### config.mk
export PLATFORM = sky130hd
export DESIGN_NAME = multicycle_ctrl
export DESIGN_NICKNAME = d
export VERILOG_FILES = /design/src/rtl/multicycle_ctrl.sv
export SDC_FILE = /design/constraint.sdc
export NUM_CORES = 1
export LEC_CHECK = 0
export CAP_MARGIN = 15
export CORE_AREA = 8 8 79 81
export CTS_CLUSTER_DIAMETER = 30
export DETAILED_ROUTE_END_ITERATION = 10
export DIE_AREA = 0 0 87 89
export GPL_TIMING_DRIVEN = 1
export PLACE_DENSITY = 0.73
export SYNTH_ARGS = -nofsm -noshare
export SYNTH_HDL_FRONTEND = slang
export SYNTH_SLANG_ARGS = --single-unit
export TNS_END_PERCENT = 50
### constraint.sdc
create_clock -name clk -period 3.1 [get_ports clk]
set_input_delay 0.93 -clock clk [delete_from_list [all_inputs] [get_ports clk]]
set_output_delay 0.93 -clock clk [all_outputs]
set_load 0.02 [all_outputs]
### src/rtl/multicycle_ctrl.sv
// Multicycle control unit: five-state IF/ID/EX/MEM/WB sequencer with
// RV32-subset decode, a bounded data-memory wait with a sticky timeout
// flag, and a retired-instruction counter.
module multicycle_ctrl #(
  parameter int MEM_TIMEOUT = 15
) (
  input  logic        clk,
  input  logic        rst,
  input  logic [31:0] instr,
  input  logic        zero,
  input  logic        mem_ready,
  output logic [2:0]  state,
  output logic        loadPC,
  output logic        PCSrc,
  output logic        ALUSrc,
  output logic        MemRead,
  output logic        MemWrite,
  output logic        RegWrite,
  output logic        MemToReg,
  output logic [3:0]  ALUCtrl,
  output logic        illegal,
  output logic        err,
  output logic [15:0] retired
);

  localparam logic [2:0] S_IF  = 3'd0;
  localparam logic [2:0] S_ID  = 3'd1;
  localparam logic [2:0] S_EX  = 3'd2;
  localparam logic [2:0] S_MEM = 3'd3;
  localparam logic [2:0] S_WB  = 3'd4;

  localparam int CW = (MEM_TIMEOUT < 1) ? 1 : $clog2(MEM_TIMEOUT + 1);

  logic [31:0]   ir;
  logic [CW-1:0] wcnt;
  logic [2:0]    nxt;

  logic [31:0] src;
  logic [6:0]  opcode;
  logic [2:0]  funct3;
  logic        is_r, is_i, is_lw, is_sw, is_beq;
  logic        alu_ok, legal, alu_src_dec;
  logic [3:0]  alu_dec;
  logic        set_err, retire, timeout;

  // Decode: the live instruction word during ID, the captured ir afterwards
  always_comb begin
    src     = (state == S_ID) ? instr : ir;
    opcode  = src[6:0];
    funct3  = src[14:12];
    is_r    = (opcode == 7'b0110011);
    is_i    = (opcode == 7'b0010011);
    is_lw   = (opcode == 7'b0000011);
    is_sw   = (opcode == 7'b0100011);
    is_beq  = (opcode == 7'b1100011) && (funct3 == 3'b000);
    alu_ok  = 1'b1;
    alu_dec = 4'b0000;
    if (is_r || is_i) begin
      case (funct3)
        3'b000:  alu_dec = (is_r && src[30]) ? 4'b0110 : 4'b0010;
        3'b111:  alu_dec = 4'b0000;
        3'b110:  alu_dec = 4'b0001;
        3'b100:  alu_dec = 4'b0101;
        3'b010:  alu_dec = 4'b0111;
        default: alu_ok  = 1'b0;
      endcase
    end else if (is_lw || is_sw) begin
      alu_dec = 4'b0010;
    end else if (is_beq) begin
      alu_dec = 4'b0110;
    end
    legal       = ((is_r || is_i) && alu_ok) || is_lw || is_sw || is_beq;
    alu_src_dec = is_i || is_lw || is_sw;
  end

  // Next state, datapath strobes and bookkeeping events
  always_comb begin
    nxt      = S_IF;
    loadPC   = 1'b0;
    PCSrc    = 1'b0;
    ALUSrc   = 1'b0;
    MemRead  = 1'b0;
    MemWrite = 1'b0;
    RegWrite = 1'b0;
    MemToReg = 1'b0;
    ALUCtrl  = 4'b0000;
    illegal  = 1'b0;
    set_err  = 1'b0;
    retire   = 1'b0;
    timeout  = (wcnt == CW'(MEM_TIMEOUT));
    case (state)
      S_IF: nxt = S_ID;
      S_ID: begin
        if (legal) begin
          nxt = S_EX;
        end else begin
          illegal = 1'b1;
          loadPC  = 1'b1;
        end
      end
      S_EX: begin
        ALUCtrl = alu_dec;
        ALUSrc  = alu_src_dec;
        if (is_beq) begin
          loadPC = 1'b1;
          PCSrc  = zero;
          retire = 1'b1;
        end else if (is_lw || is_sw) begin
          nxt = S_MEM;
        end else begin
          nxt = S_WB;
        end
      end
      S_MEM: begin
        ALUCtrl  = alu_dec;
        ALUSrc   = alu_src_dec;
        MemRead  = is_lw;
        MemWrite = is_sw;
        // mem_ready beats the timeout when both land in the same cycle
        if (mem_ready) begin
          if (is_lw) begin
            nxt = S_WB;
          end else begin
            loadPC = 1'b1;
            retire = 1'b1;
          end
        end else if (timeout) begin
          set_err = 1'b1;
          loadPC  = 1'b1;
          retire  = 1'b1;
        end else begin
          nxt = S_MEM;
        end
      end
      S_WB: begin
        ALUCtrl  = alu_dec;
        ALUSrc   = alu_src_dec;
        RegWrite = 1'b1;
        loadPC   = 1'b1;
        MemToReg = is_lw;
        retire   = 1'b1;
      end
      default: nxt = S_IF;
    endcase
  end

  // State register, instruction capture, MEM wait counter, err and retired
  always_ff @(posedge clk) begin
    if (!rst) begin
      state   <= S_IF;
      ir      <= '0;
      wcnt    <= '0;
      err     <= 1'b0;
      retired <= '0;
    end else begin
      state <= nxt;
      if (state == S_ID && legal) ir <= instr;
      // Held at zero outside MEM, so every MEM entry starts counting from 0
      if (state != S_MEM)  wcnt <= '0;
      else if (!mem_ready) wcnt <= wcnt + 1'b1;
      if (set_err) err <= 1'b1;
      if (retire)  retired <= retired + 16'd1;
    end
  end

endmodule

==> results.yml, run 1 <==
status:
  outcome: "finished with violations"
  violations: "setup timing"
timing:
  fin_crit_sh_pct: 105
  period_needed_ns: 3.26
  final_hold_viol_count: 0
  tightestPinTransition_ns: 0.478
  setup_violations: 6
  max_freq_ghz: 0.306
  fin_skew_ns: 0.00473
  slew_viol_final: 0
  relSlewSlack_pct: 67.3
  setup_slack_ns: -0.164
  whs_ns: 0.455
  rsz0062_at_grt: "yes"
place:
  placed_area_um2: 2690
  pre_cts_ws_ns: -1.03
  io_buffers: 45
  routabilityCongestion: 0.904
  hpwl_um: 4010
drt:
  viasPerCell: 5.46
  wl_per_cell_um: 14.9
  drtIter0Drc: 85
  wirelength_um: 5640
  dr.pass1.iters: 4
  vias: 2069
  postRouteAntennaNets: 0
  drc_errors: 0
setup_path:
  slowest_stage: "or4b_4"
  cpMostUsedCell: "buf_6"
  critPathLaunch: "instr[14]"
  cp_cell_sequence: "buf_6, or4b_4, nor2_4, nand3_2, a21o_1, a21oi_2, buf_6"
  reg2reg_depth: 6
  r2r_slack_ns: 0.96
  cpPeakStageDelay_ns: 0.55
  r2r-end: "retired[13]$_SDFFE_PN0P_"
  r2r_start: "ir[5]$_SDFFE_PN0P_"
  crit_buf_inv: 2
  critPathArrivalTime_ns: 2.33
  cp-start-kind: "input pin"
  crit_family: "simple AND/OR/NAND/NOR gates"
  cp_max_fo: 3
  crit_type: "in2out"
  end_kind: "output port"
  cp.required_ns: 2.17
layout:
  post-route-cell-area_um2: 2870
  diodes: 0
  syn2layout_area_growth_pct: 50.0
  drive_above_1_share_pct: 27.2
  final_nets: 347
synthesis:
  synthCells: 231
  synth.cell_area_um2: 1910
  yosys.area.top_type_share_pct: 36.6
  avgSynthCellArea_um2: 8.28
  yosysSeqAreaShare_pct: 36.6
  synth_area_leaders: "dfxtp_1 (37%), a21oi_1 (5.8%), nor2_1 (4.1%)"
  yosysWarningCount: 0
  synth-edff-count: 0
  synth_fp_nets: 269
  yosysMostFrequentCell: "dfxtp_1"
  yosys.area.top_type: "dfxtp_1"
  yosys.cell_types.count: 51
  synth_top_cells_by_count: "dfxtp_1 (35), a21oi_1 (22), nor2_1 (21), nand2_1 (18)"
  synth-main-ff-cell: "dfxtp_1"
  synthArstFlopShare_pct: 0
  synth-seq-cells: 35
floorplan:
  ioPinCount: 68
  die_h_um: 89
  initial_core_util_pct: 38.4
  design.die.area_um2: 7740
  die_w_um: 87
  rows: 26
  core_um2: 4980
hold_path:
  hold_class: "reg2reg"
  min_to: "ir[1]$_SDFFE_PN0P_"
  hold_path_depth: 2
  min_from: "ir[1]$_SDFFE_PN0P_"
clock_network:
  cts_buffers: 5
  cts_tree: "built"
  cts_sinks: 35
  path_clk_slew_ns: 0.07
  cts_max_level: 2
  cts_buffer_depth: 2
  hold_buffers: 0
  clk_latency_ns: 0.29
  cts-root-buf: "clkbuf_8"
power_and_ir_drop:
  p_per_area_nw_per_um2: 310
  peakVddDrop_mv: 0.172
  p_leak_nw: 1.07
job:
  cap_viol_max_count: 0
global_route:
  grt.met1_usage_pct: 18.3
  grt_pass1_wl_um: 9610
  grtUsageMet3_pct: 5.06
  grtUsageTotal_pct: 15.5
  grt_max_degree: 31
  antenna_found_initial: 0
  met2_usage_pct: 25.1
  overflow: 0
  grt_pass1_vias: 2071
  gr-max-usage-layer: "met2"
[cell families after synthesis]
| kind of cell | count (synthesis) | synth area share, % |
|---|---|---|
| AND/OR/NAND/NOR | 101 | 30.8 |
| multiplexers | 8 | 4.25 |
| buffers and inverters | 23 | 5.43 |
| flip-flops | 35 | 36.6 |
| XOR/XNOR | 4 | 1.83 |
| AO/OA/AOI/OAI | 57 | 19.6 |
| other | 1 | 0.196 |
| adder cells (fa/ha/maj) | 2 | 1.31 |
[sequential cells by signal, summed over array words and instances, names as in the netlist]
name / flops
wcnt: 4
err: 1
retired: 16
ir: 11
state: 3
[power by group]
| part | switching, mW | internal [mW] | leakage, nW |
|---|---|---|---|
| sequential | 0.00178 | 0.451 | 0.282 |
| clock | 0.163 | 0.174 | 0.0470 |
| combinational | 0.0495 | 0.0503 | 0.740 |
[metal layers]
| metal | vias to the layer above | share of wire [%] | routed length, um |
|---|---|---|---|
| met3 | 15 | 6.3 | 357 |
| met5 | - | 0 | 0 |
| li1 | 1026 | - | - |
| met4 | 0 | 3.0 | 167 |
| met1 | 955 | 45 | 2560 |
| met2 | 73 | 45 | 2560 |
[layout by cell type (no fill, tap or decap), types with 3 or more instances in the layout]
| master | synthesis | routed |
|---|---|---|
| a211oi_1 | 3 | 3 |
| a21oi_1 | 22 | 20 |
| a21oi_2 | 1 | 3 |
| a31oi_1 | 4 | 3 |
| and3_1 | 4 | 3 |
| buf_2 | 5 | 5 |
| buf_4 | 1 | 44 |
| buf_6 | 1 | 3 |
| clkbuf_8 | 0 | 6 |
| clkdlybuf4s50_1 | 0 | 23 |
| dfxtp_1 | 35 | 35 |
| dlygate4sd2_1 | 0 | 5 |
| inv_1 | 10 | 10 |
| mux2i_1 | 7 | 7 |
| nand2_1 | 18 | 18 |
| nand3_1 | 10 | 8 |
| nand4_1 | 3 | 3 |
| nor2_1 | 21 | 20 |
| nor3_1 | 6 | 4 |
| o21ai_0 | 4 | 4 |
| o31ai_1 | 10 | 9 |
| or3_1 | 6 | 6 |
| or4_1 | 9 | 9 |
| xor2_1 | 3 | 3 |
[worst register-to-register path, cell delays in order, from the launching register on]
cell      delay [ns]
dfxtp_1         0.63
and3b_1         0.28
and4_1          0.21
a211oi_2        0.06
buf_4           0.23
or4_1           0.52
a21oi_1         0.15
[per-stage QoR]
stage | utilization, % | TNS [ns] | total power, mW | std cells
6_report | 57.6 | -0.638 | 0.890 | 379
3_5_place_dp | 54.0 | -8.89 | 0.557 | 370
4_1_cts | 57.1 | -0.604 | 0.898 | 379
2_1_floorplan | - | -0.0891 | 0.500 | 231
3_3_place_gp | 54.0 | -8.20 | 0.557 | 370
5_1_grt | 57.6 | -0.991 | 0.927 | 379
[worst max-delay path by stage]
stage / endpoint / slack [ns] / cells past startpoint
floorplan: PCSrc / -0.05 / 5
CTS: ALUCtrl[2] / -0.13 / 7
global placement: ALUCtrl[1] / -0.95 / 7
global route: ALUCtrl[1] / -0.23 / 7
finish: ALUCtrl[1] / -0.16 / 7
detailed placement: ALUCtrl[1] / -1.03 / 7
[timing repair]
| item | 4_1_cts | 5_1_grt |
|---|---|---|
| buffers inserted | 2 | 0 |
| pin swaps | 12 | 4 |
| resized for setup | 94 | 7 |
| endpoints found under the setup margin | 10 | 10 |
[cell type report]
cell class	instances	area, um^2
fillers	460	2110
inverters	10	37.5
clock buffers	6	82.6
clock inverters	1	5.00
multi-input cells	173	1240
well taps	70	87.6
flip-flops and latches	35	701
repair buffers	84	716
No activity file was read; power rests on OpenSTA's default activity.
==> run 2: changes to the inputs <==
--- a/config.mk
+++ b/config.mk
@@ -6,10 +6,11 @@
 export NUM_CORES = 1
 export LEC_CHECK = 0
 export CAP_MARGIN = 15
-export CORE_AREA = 8 8 79 81
+export CORE_AREA = 2 2 73 75
 export CTS_CLUSTER_DIAMETER = 30
 export DETAILED_ROUTE_END_ITERATION = 10
-export DIE_AREA = 0 0 87 89
+export DIE_AREA = 0 0 75 77
+export GPL_ROUTABILITY_DRIVEN = 0
 export GPL_TIMING_DRIVEN = 1
 export PLACE_DENSITY = 0.73
 export SYNTH_ARGS = -nofsm -noshare
==> run 2 against run 1 <==
Net effect: the flow still finishes with violations (setup timing); die area is 25% lower; sequential share of layout area rose by 0.17 points; clock skew up 0.0021 ns; power grew 17%; register-to-register slack barely moved; cell count down 1.6%; utilization fell by 0.40 points; critical path type unchanged; critical endpoint is now loadPC.
==> results.yml, run 2 (same netlist as run 1, synthesis figures left out) <==
setup_path:
  end_kind: "output port"
  critPathArrivalTime_ns: 2.30
  cpMostUsedCell: "buf_6"
  r2r_start: "ir[5]$_SDFFE_PN0P_"
  cp_cell_sequence: "buf_6, or4b_4, buf_6, a211oi_4, o31ai_2, buf_4"
  cp_max_fo: 3
  r2r-end: "retired[8]$_SDFFE_PN0P_"
  crit_type: "in2out"
  cpPeakStageDelay_ns: 0.55
  slowest_stage: "or4b_4"
  crit_family: "simple AND/OR/NAND/NOR gates"
  cp-start-kind: "input pin"
  crit_buf_inv: 3
  r2r_slack_ns: 0.96
  cp.required_ns: 2.17
  reg2reg_depth: 8
layout:
  final_nets: 340
  multi_input_area_um2: 1230
  final.fill_count: 456
  final_common_cell: "buf_4"
  finalNonFillerCells: 373
  layout_common_cells: "buf_4 (36), dfxtp_1 (35), clkdlybuf4s50_1 (23)"
  regMostFlops: "retired"
  reg_top3: "retired x16, ir x11, wcnt x4"
  syn2layout_area_growth_pct: 48.9
  diodes: 0
  post-route-cell-area_um2: 2850
  drive_above_1_share_pct: 25.4
  largest_reg_flops: 16
  regArea_um2: 701
job:
  cap_viol_max_count: 0
global_route:
  grt_pass1_wl_um: 8640
  grtUsageTotal_pct: 18.7
  gr-max-usage-layer: "met2"
  grt_max_degree: 31
  antenna_found_initial: 0
  grt_pass1_vias: 1960
  grt.met1_usage_pct: 24.0
  grtUsageMet3_pct: 4.07
  overflow: 0
  met2_usage_pct: 30.9
power_and_ir_drop:
  p_leak_nw: 1.06
  combPwrFrac_pct: 9.0
  peakVddDrop_mv: 0.191
  seqPwrFrac_pct: 43.4
  clock_power_share_pct: 47.6
  p_switching_mw: 0.225
  fin_total_pwr_mw: 1.04
  p_per_area_nw_per_um2: 366
  switching_share_pct: 21.6
  p_int_mw: 0.817
drt:
  vias: 2074
  dr.pass1.iters: 5
  postRouteAntennaNets: 0
  viasPerCell: 5.56
  drc_errors: 0
  wl_per_cell_um: 13.8
  drtIter0Drc: 74
  wirelength_um: 5160
clock_network:
  cts_buffer_depth: 2
  cts-root-buf: "clkbuf_8"
  cts_max_level: 2
  clk_latency_ns: 0.29
  cts_sinks: 35
  cts_buffers: 5
  path_clk_slew_ns: 0.07
  cts_tree: "built"
timing:
  setup_violations: 6
  final_hold_viol_count: 0
  setup_slack_ns: -0.127
  rsz0062_at_grt: "yes"
  fin_crit_sh_pct: 104
  tightestPinTransition_ns: 0.774
  fin_skew_ns: 0.00679
  period_needed_ns: 3.23
  relSlewSlack_pct: 48.4
  max_freq_ghz: 0.310
  slew_viol_final: 0
floorplan:
  design.die.area_um2: 5780
  ioPinCount: 68
  die_w_um: 75
  core_um2: 4980
  initial_core_util_pct: 38.4
  die_h_um: 77
  rows: 26
place:
  placed_area_um2: 2620
  pre_cts_ws_ns: -0.940
  placed_cells_incl_taps: 363
  io_buffers: 45
  hpwl_um: 3670
hold_path:
  min_to: "ir[1]$_SDFFE_PN0P_"
  hold_class: "reg2reg"
  hold_path_depth: 2
  min_from: "ir[1]$_SDFFE_PN0P_"
status:
  outcome: "finished with violations"
  violations: "setup timing"
==> run 2: final cells by class <==
| type | count | area share, % |
|---|---|---|
| Inverter | 10 | 1.32 |
| Clock buffer | 5 | 2.42 |
| Sequential cell | 35 | 24.6 |
| Tap cell | 70 | 3.07 |
| Clock inverter | 3 | 2.37 |
| Multi-Input combinational cell | 173 | 43.1 |
| Timing Repair Buffer | 77 | 23.1 |
==> run 2: tightest hold or removal path, cell delays in order (launching register included) <==
cell     delay [ns]
dfxtp_1        0.31
inv_1          0.05
a21oi_1        0.05
==> run 2: metal layers <==
layer,up-vias,wire (um)
met5,-,0
met4,0,85
met3,14,308
met2,95,2450
met1,962,2320
li1,1003,-
==> run 2: worst max-delay path by stage <==
stage | from | endpoint | slack, ns | depth (start not counted)
after global placement | instr[12] | ALUCtrl[1] | -0.91 | 7
final | instr[13] | loadPC | -0.13 | 6
after detailed placement | instr[12] | ALUCtrl[1] | -0.94 | 7
after global routing | instr[13] | ALUCtrl[2] | -0.16 | 7
after floorplan | instr[12] | PCSrc | -0.05 | 5
after CTS | instr[13] | loadPC | -0.09 | 6
==> run 2: what timing repair did <==
item                                    4_1_cts  5_1_grt
resized for setup                            97        9
endpoints found under the setup margin       10        9
hold buffers                                  0        0
buffers inserted                              2        0
pin swaps                                    12        3
==> run 2: power groups by stage <==
stage               registers (mW)  logic (mW)  clock network [mW]
finish                       0.452      0.0936               0.496
global route                 0.452       0.100               0.517
CTS                          0.452      0.0906               0.501
detailed placement           0.463      0.0886                   0
global placement             0.463      0.0884                   0
floorplan                    0.465      0.0348                   0
==> run 2: stage by stage <==
step	utilization (%)	setup TNS, ns	hold WS, ns
final	57.2	-0.406	0.456
after CTS	56.5	-0.296	0.464
after global placement	52.7	-8.09	0.431
after global routing	57.2	-0.867	0.493
after floorplan	-	-0.0891	0.421
after detailed placement	52.7	-8.10	0.453
